===== src/rtl/des_fanout.sv =====
// Gate fan-out engine: reads a gate's [begin,end) slice of the neighbor array and emits one child task per neighbor word.
// Optional statistics counters are built only when DES_FANOUT_STATS_EN is defined.
module des_fanout #(
  parameter int MAX_BURST = 8
) (
  input  logic        clk,
  input  logic        rstn,
  input  logic        task_in_valid,
  output logic        task_in_ready,
  input  logic [31:0] in_ts,
  input  logic [31:0] in_locale,
  input  logic [1:0]  in_val,
  input  logic [31:0] offset_base_addr,
  input  logic [31:0] neighbor_base_addr,
  output logic        arvalid,
  input  logic        arready,
  output logic [31:0] araddr,
  output logic [7:0]  arlen,
  input  logic        rvalid,
  output logic        rready,
  input  logic [31:0] rdata,
  input  logic        rlast,
  output logic        out_valid,
  input  logic        out_ready,
  output logic [31:0] out_ts,
  output logic [31:0] out_locale,
  output logic [31:0] out_args,
  output logic        err,
  output logic [31:0] stat_tasks,
  output logic [31:0] stat_children
);

  typedef enum logic [2:0] {IDLE, OFS_REQ, OFS_RESP, NBR_REQ, NBR_RESP} state_t;

  localparam logic [31:0] LP_MAX = 32'(MAX_BURST);

  state_t      r_state, w_next;
  logic [31:0] r_ts, r_locale, r_cur, r_end;
  logic [1:0]  r_val;
  logic        r_ofs_second;
  logic [4:0]  r_n, r_beat;
  logic        r_err;

  logic [31:0] w_remain;
  logic [4:0]  w_len;
  logic        w_task_fire, w_ofs_fire, w_ar_nbr_fire, w_child_fire, w_last_beat;

  assign w_remain      = r_end - r_cur;
  assign w_len         = (w_remain > LP_MAX) ? LP_MAX[4:0] : w_remain[4:0];
  assign w_task_fire   = (r_state == IDLE) && task_in_valid;
  assign w_ofs_fire    = (r_state == OFS_RESP) && rvalid;
  assign w_ar_nbr_fire = (r_state == NBR_REQ) && arready;
  assign w_child_fire  = (r_state == NBR_RESP) && rvalid && out_ready;
  assign w_last_beat   = (r_beat == r_n - 5'd1);

  // NOTE: every signal driven here gets a default first so no path leaves it unassigned and infers a latch.
  always_comb begin
    w_next        = r_state;
    task_in_ready = 1'b0;
    arvalid       = 1'b0;
    araddr        = 32'd0;
    arlen         = 8'd0;
    rready        = 1'b0;
    out_valid     = 1'b0;
    case (r_state)
      IDLE: begin
        task_in_ready = 1'b1;
        if (task_in_valid) w_next = OFS_REQ;
      end
      OFS_REQ: begin
        arvalid = 1'b1;
        araddr  = offset_base_addr + {r_locale[29:0], 2'b00};
        arlen   = 8'd1;
        if (arready) w_next = OFS_RESP;
      end
      OFS_RESP: begin
        rready = 1'b1;
        if (rvalid && r_ofs_second) w_next = (rdata > r_cur) ? NBR_REQ : IDLE;
      end
      NBR_REQ: begin
        arvalid = 1'b1;
        araddr  = neighbor_base_addr + {r_cur[29:0], 2'b00};
        arlen   = {3'b000, w_len - 5'd1};
        if (arready) w_next = NBR_RESP;
      end
      NBR_RESP: begin
        out_valid = rvalid;
        rready    = out_ready;
        if (w_child_fire && w_last_beat)
          w_next = (r_cur + 32'd1 == r_end) ? IDLE : NBR_REQ;
      end
      default: w_next = IDLE;
    endcase
    // Handshakes are held quiet for the whole reset window, not just after the first edge.
    if (!rstn) begin
      task_in_ready = 1'b0;
      arvalid       = 1'b0;
      rready        = 1'b0;
      out_valid     = 1'b0;
    end
  end

  // NOTE: only control state is reset; the task payload registers are always written before they are read.
  always_ff @(posedge clk) begin
    if (!rstn) begin
      r_state      <= IDLE;
      r_err        <= 1'b0;
      r_ofs_second <= 1'b0;
      r_beat       <= 5'd0;
      r_n          <= 5'd0;
    end else begin
      r_state <= w_next;
      if (w_task_fire) begin
        r_ts     <= in_ts;
        r_locale <= in_locale;
        r_val    <= in_val;
      end
      if (w_ofs_fire) begin
        if (!r_ofs_second) begin
          r_cur        <= rdata;
          r_ofs_second <= 1'b1;
          if (rlast) r_err <= 1'b1;
        end else begin
          r_end        <= rdata;
          r_ofs_second <= 1'b0;
          if (!rlast || (rdata < r_cur)) r_err <= 1'b1;
        end
      end
      if (w_ar_nbr_fire) begin
        r_n    <= w_len;
        r_beat <= 5'd0;
      end
      if (w_child_fire) begin
        r_cur  <= r_cur + 32'd1;
        r_beat <= r_beat + 5'd1;
        if (rlast != w_last_beat) r_err <= 1'b1;
      end
    end
  end

  assign out_ts     = r_ts;
  assign out_locale = {1'b0, rdata[31:1]};
  assign out_args   = {29'd0, rdata[0], r_val};
  assign err        = r_err;

`ifdef DES_FANOUT_STATS_EN
  logic [31:0] r_stat_tasks, r_stat_children;

  always_ff @(posedge clk) begin
    if (!rstn) begin
      r_stat_tasks    <= 32'd0;
      r_stat_children <= 32'd0;
    end else begin
      if (w_task_fire)  r_stat_tasks    <= r_stat_tasks + 32'd1;
      if (w_child_fire) r_stat_children <= r_stat_children + 32'd1;
    end
  end

  assign stat_tasks    = r_stat_tasks;
  assign stat_children = r_stat_children;
`else
  assign stat_tasks    = 32'd0;
  assign stat_children = 32'd0;
`endif

endmodule


===== config.mk =====
export PLATFORM = sky130hd
export DESIGN_NAME = des_fanout
export DESIGN_NICKNAME = d
export VERILOG_FILES = /design/src/rtl/des_fanout.sv
export SDC_FILE = /design/constraint.sdc
export NUM_CORES = 1
export LEC_CHECK = 0
export CAP_MARGIN = 20
export CORE_ASPECT_RATIO = 0.6
export CORE_UTILIZATION = 45
export DETAILED_ROUTE_END_ITERATION = 8
export PLACE_DENSITY = 0.77
export SYNTH_ARGS = -nofsm -noshare
export SYNTH_HDL_FRONTEND = slang
export SYNTH_SLANG_ARGS = --single-unit

===== constraint.sdc =====
create_clock -name clk -period 6 [get_ports clk]
set_clock_uncertainty 0.1 [all_clocks]
set_input_delay 1.2 -clock clk [delete_from_list [all_inputs] [get_ports clk]]
set_output_delay 1.2 -clock clk [all_outputs]
set_load 0.005 [all_outputs]

==> results.ini <==
[run_status]
outcome=finished clean

[placement]
pre_cts_slack_ns=-0.202
place_inst=2160
post-dp-hpwl_microns=33700
numPortBuffers=274
gp_congestion=0.983
placed_cell_area_sq_um=16200

[pwr]
leakagePower_nw=6.96
pwr_density_cell_nw_per_um2=213
vdd_drop_max_uv=166

[logic_synthesis]
synth-edff-count=128
ys_seq_area_share_pct=31.2
ys_ff_latch=143
ys_types=87
synth_area_leaders=edfxtp_1 (29%), ha_1 (12%), buf_4 (7.3%), xnor2_1 (5.1%), a21oi_1 (4.2%)
synth_cells=1491
async_reset_ff_share_pct=0
yosysTopAreaCellShare_pct=28.9
syn_area_sq_um=13300
ys_warn_count=0
yosysTopAreaCell=edfxtp_1
synthFlopType=edfxtp_1
syn_area_per_cell_sq_um=8.92

[die]
ios=374
start_util_pct=46.0
dieArea_sq_um=30300
fp.dieH_microns=135
die_w_microns=224
core_area_sq_um=28900
rows=48

[drt]
wirelength_microns=42100
wl_per_cell_microns=19.1
vias=12500
drc=0
drtAntennaViolNets=0
top_layer=met4
wl_met1_microns=19400
viasPerCell=5.65
drt_iter0_drc=1262
met2_length_microns=17800
wl_met3_microns=4070
first_pass_iters=5

[setup_path]
worstSetupStartpointType=primary input
worstPathMaxFanout=5
rrSetupSlack_ns=1.54
path_class=in2out
required_ns=4.70
worstPathArrival_ns=4.61
endpoint_kind=output port

[layout]
final_common_cell=clkdlybuf4s50_1
stdcell_area_sq_um=17100
drive_gt1_share_pct=9.41
layout.cells.non_filler=2206
fin_nets=2089
diodes=0
layout_common_cells=clkdlybuf4s50_1 (260), edfxtp_1 (128), ha_1 (119)
synthToLayoutAreaGrowth_pct=28.5

[clock_tree]
cts_buffer_depth=2
cts.sinks=143
cts_tree=yes
clock_latency_ns=0.44
htree_levels=4
clk_pin_slew_ns=0.06
cts_hold_buf=0
cts_made_buffers=17
cts_root_buffer=clkbuf_16

[global_route]
grt_pass1_vias=11500
track_usage_pct=27.4
gr-total-overflow=0
grt_pass1_wl_microns=64100
antenna_found_initial=1
grt_max_degree=69

[sta]
fin_crit_sh_pct=98.5
setup_viol=0
slew_violations=0
max_freq_mhz=169
fin_ws_ns=0.0894
rsz0062_at_grt=no
worstMarginPinSlew_ns=0.910
fin_hold_ws_ns=0.400
fin_crit_ns=5.91
hold_viol_final=0
maxSlewHeadroom_pct=38.8

[run]
maxCapViolCount=0

[min_path]
min_path_type=reg2reg

power breakdown:
group          internal [W]  switching (W)
logic              0.000695       0.000704
registers           0.00117      0.0000351
clock network      0.000609       0.000431
cell type report:
| type | instances | area, sq um |
|---|---|---|
| fillers | 2518 | 11800 |
| flip-flops and latches | 143 | 4150 |
| repair buffers | 351 | 3350 |
| clock buffers | 24 | 452 |
| clock inverters | 8 | 96.3 |
| well taps | 400 | 500 |
| multi-input cells | 1216 | 8310 |
| inverters | 64 | 240 |
through the flow:
stage	setup TNS (ns)	util, %	total power, W
finish	0	59.2	0.00364
global route	0	59.2	0.00381
CTS	0	58.5	0.00360
detailed placement	-0.964	56.2	0.00257
global placement	-0.810	56.2	0.00254
floorplan	0	-	0.00198
cells by family (layout without fill, tap and decap cells):
family / Yosys count / count (layout) / synth area share, %
AND/OR/NAND/NOR: 455 / 455 / 17.7
AO/OA/AOI/OAI: 392 / 392 / 18.8
buffers and inverters: 228 / 447 / 10.5
flip-flops: 143 / 143 / 31.2
XOR/XNOR: 131 / 131 / 8.63
adder cells (fa/ha/maj): 127 / 127 / 12.1
multiplexers: 14 / 14 / 1.09
other: 1 / 97 / 0.0282
cells in the mapped netlist (13+ instances only):
| library cell | instances |
|---|---|
| a21o_1 | 39 |
| nor2b_1 | 23 |
| o211ai_1 | 14 |
| xor2_1 | 53 |
| o21ai_0 | 103 |
| nand2b_1 | 28 |
| buf_4 | 129 |
| and2_1 | 14 |
| nand2_1 | 107 |
| nand3_1 | 38 |
| ha_1 | 124 |
| nor3_1 | 31 |
| or3_1 | 13 |
| edfxtp_1 | 128 |
| inv_1 | 64 |
| nor4_1 | 13 |
| xnor2_1 | 78 |
| dfxtp_1 | 15 |
| a21oi_1 | 111 |
| nand4_1 | 24 |
| o22ai_1 | 14 |
| nor2_1 | 104 |
| clkbuf_1 | 24 |
sequential cells by signal, summed over array words and instances, names as in the netlist:
register,count
err,1
out_ts,32
r_beat,5
r_cur,32
r_end,32
r_locale,30
r_n,5
r_ofs_second,1
r_state,3
r_val,2
final timing paths:
path,depth (start not counted),startpoint,end
worst max-delay path,15,offset_base_addr[9],araddr[31]
worst min-delay path,1,r_n[4]$_SDFFE_PN0P_,r_n[4]$_SDFFE_PN0P_
worst max register to register,12,r_cur[2]$_DFFE_PP_,r_state[1]$_SDFFE_PN0P_
worst min register to register,1,r_n[4]$_SDFFE_PN0P_,r_n[4]$_SDFFE_PN0P_
timing repair:
action	4_1_cts	5_1_grt
buffers inserted	9	4
endpoints found under the hold margin	0	0
gates resized for setup	22	38
endpoints found under the setup margin	14	17
pin swaps	3	7
layer usage:
metal	vias to the layer above	global-route usage, %
met5	-	0
met1	5971	40.2
met2	583	39.9
li1	5856	-
met4	0	7.95
met3	53	6.27
critical path, cell delays in order:
cell and delay (ns):
clkdlybuf4s50_1 0.42, ha_1 0.37, inv_1 0.10, o21ai_0 0.13, a211o_1 0.35, a211oi_2 0.29
buf_4 0.17, o211a_1 0.17, a21oi_1 0.13, a311o_1 0.38, a21oi_2 0.19, o21ai_0 0.13
xnor2_1 0.18, o22ai_1 0.10, dlygate4sd2_1 0.30
Power figures use the tool's default switching activity.
==> RTL change, RTL diff (same settings) <==
Set the parameter `MAX_BURST` to 6 (it was 8).
--- a/src/rtl/des_fanout.sv
+++ b/src/rtl/des_fanout.sv
@@ -1,7 +1,7 @@
 // Gate fan-out engine: reads a gate's [begin,end) slice of the neighbor array and emits one child task per neighbor word.
 // Optional statistics counters are built only when DES_FANOUT_STATS_EN is defined.
 module des_fanout #(
-  parameter int MAX_BURST = 8
+  parameter int MAX_BURST = 6
 ) (
   input  logic        clk,
   input  logic        rstn,
Formal check against the unedited RTL: not equivalent (a bounded check fails within 10 cycles, from zero or initial values and one cycle with rstn low).
==> RTL change against the unedited design <==
Worst setup slack better by 21 ps; worst hold slack got worse by 12 ps; die area grew 1.8%; power fell by 4.9%; register-to-register slack got worse by 80 ps; combinational power fell by 19%; sequential cell count is the same; synthesized area increased by 1.8%; design area is 4.4% higher; routed wire length is 10% higher; critical path type is now register to output pin.
==> RTL change: results (changes against the unedited design) <==
INFO  metric irDropWorstVdd = 149 uV (-10%)
INFO  metric timing.hold.worst.class = register to register
INFO  metric leakage = 0.00723 uW (+3.8%)
INFO  metric dominantRegCellSynth = sky130_fd_sc_hd__edfxtp_1
INFO  metric arrival = 4590 ps (-20 ps)
INFO  metric crit_path_max_incr_delay = 410 ps
INFO  metric slew_headroom = 0.326 (-0.0621)
INFO  metric cp_max_stage_cell = sky130_fd_sc_hd__a2111oi_1
INFO  metric clkLatencyLatePin = roughly 450 ps
INFO  metric worstPathMaxFanout = 4 (-1)
INFO  metric first_pass_iters = 5 (unchanged)
INFO  metric layout-drive-gt1-share = 0.121 (+0.0271)
INFO  metric clk_pin_slew_worst_paths = 70 ps
INFO  metric grtUsageTotal = 0.294 (+0.0201)
INFO  metric avgRoutedWirePerCell = 20.2 um (+6.0%)
INFO  metric vias = 13,400 (+7.4%)
INFO  metric first_iter_violations = 1,597 (+27%)
INFO  metric cp_top_family = compound AO/OA/AOI/OAI gates
INFO  metric detailed_placement_hpwl = 36,500 um (+8.1%)
INFO  metric portBuffers = 274 (unchanged)
INFO  metric cts_buffer_depth = 2 (unchanged)
INFO  metric synth_edf_count = 128 (unchanged)
INFO  metric cts-root-buf = sky130_fd_sc_hd__clkbuf_16
INFO  metric pin_count_of_the_biggest_net_entering_global_routing = 67 (-2.9%)
INFO  metric cts_made_buffers = 17 (unchanged)
INFO  metric antenna_diode_count = 0 (unchanged)
INFO  metric ys.warnings.count = 0 (unchanged)
INFO  metric cts_max_level = 4 (unchanged)
INFO  metric finalWeightedCongestion = 0.996 (+1.3%)
INFO  metric synth_seq_area_share = 0.306 (-0.00548)
INFO  metric async_reset_ff_frac = 0 (unchanged)
INFO  metric antenna_found_initial = 2 (+1)
INFO  metric post_synth_num_cell_types = 87 (unchanged)
INFO  metric status = finished clean
INFO  metric antenna_violating_nets_post_route = 0 (unchanged)
INFO  metric layout.nets = 2,180 (+4.4%)
INFO  metric synthTopCellsByCount = 141 x sky130_fd_sc_hd__nand2_1, 129 x sky130_fd_sc_hd__buf_4, 128 x sky130_fd_sc_hd__edfxtp_1, 126 x sky130_fd_sc_hd__a21oi_1, 124 x sky130_fd_sc_hd__ha_1
INFO  metric first_pass_grt_wire_length = 68,700 um (+7.2%)
INFO  metric synth.area.top_cells = sky130_fd_sc_hd__edfxtp_1 28%, sky130_fd_sc_hd__ha_1 11%, sky130_fd_sc_hd__buf_4 7.2%
INFO  metric vias_in_the_first_global_route = 12,000 (+4.8%)
## RTL change: cell count changes after synthesis, moves of 13 or more
cell	before	now
sky130_fd_sc_hd__xor2_1	53	38
sky130_fd_sc_hd__nand2_1	107	141
sky130_fd_sc_hd__xnor2_1	78	95
sky130_fd_sc_hd__a21oi_1	111	126
sky130_fd_sc_hd__nand2b_1	28	13
sky130_fd_sc_hd__clkbuf_1	24	37
## RTL change: through the flow
stage               setup WS [ps]  cells  hold WS, ps  TNS [ps]  instance area (um2)
floorplan                     713   1642          342         0                13900
global placement             -478   2248          357     -2110                16800
detailed placement           -603   2248          370     -2890                16800
CTS                          2.67   2288          386         0                17700
global route                -16.3   2297          390     -21.5                17800
finish                        111   2297          388         0                17800
## RTL change: worst reg2reg max path: cells and delay by family, from the launching register on
kind,cells,cell delay (ps)
and+or+nand+nor,4,900
DFF,1,370
adders and majority gates,2,430
buffers and inverters,7,850
AOI/OAI and AO/OA,6,1730
## RTL change: metal layers
layer	vias up	part of all wire	routed length, um	GRT usage
met1	6385	0.45	21100	0.440
met3	52	0.10	4800	0.0508
li1	6164	-	-	-
met4	0	0.011	506	0.0642
met2	784	0.43	20100	0.439
met5	-	0	0	0
## RTL change: area by class of cell
cell class                 instances  area (um2)
clock buffer                      17         425
fill                            2468       11300
tap                              400         500
inverter                          56         210
sequential                       143        4150
clock inverter                    15         195
multi-input combinational       1268        8690
timing repair buffer             398        3660
## RTL change: logic make-up after synthesis
| group | Yosys count | synth area share |
|---|---|---|
| adders and majority gates | 127 | 0.119 |
| xor gates and xnor gates | 134 | 0.0873 |
| AOI/OAI and AO/OA | 425 | 0.202 |
| muxes | 12 | 0.00897 |
| DFF | 143 | 0.306 |
| and+or+nand+nor | 473 | 0.176 |
| buffers and inverters | 231 | 0.100 |
| other | 1 | 0.000277 |
## RTL change: repair_timing
item	CTS	global route
pin swaps	30	31
hold buffers	0	0
cloned	0	0
setup endpoints to repair	17	18
buffers inserted	8	8
gates resized for setup	56	40
## RTL change: path summary, 6_finish.rpt
kind | endpoint | slack (ps) | cells past startpoint | startpoint
min | r_beat[4] | 390 | 1 | r_beat[4]
min reg2reg | r_beat[4] | 390 | 1 | r_beat[4]
max | arlen[2] | 110 | 17 | r_end[0]
max reg2reg | r_n[2] | 1460 | 19 | r_end[0]
## RTL change: where the power goes
group	switching (uW)	internal (uW)	total, uW	leakage (uW)
clock network	465	693	1160	0.000292
logic	584	545	1130	0.00565
registers	27.3	1150	1180	0.00129
total	1080	2390	3460	0.00723
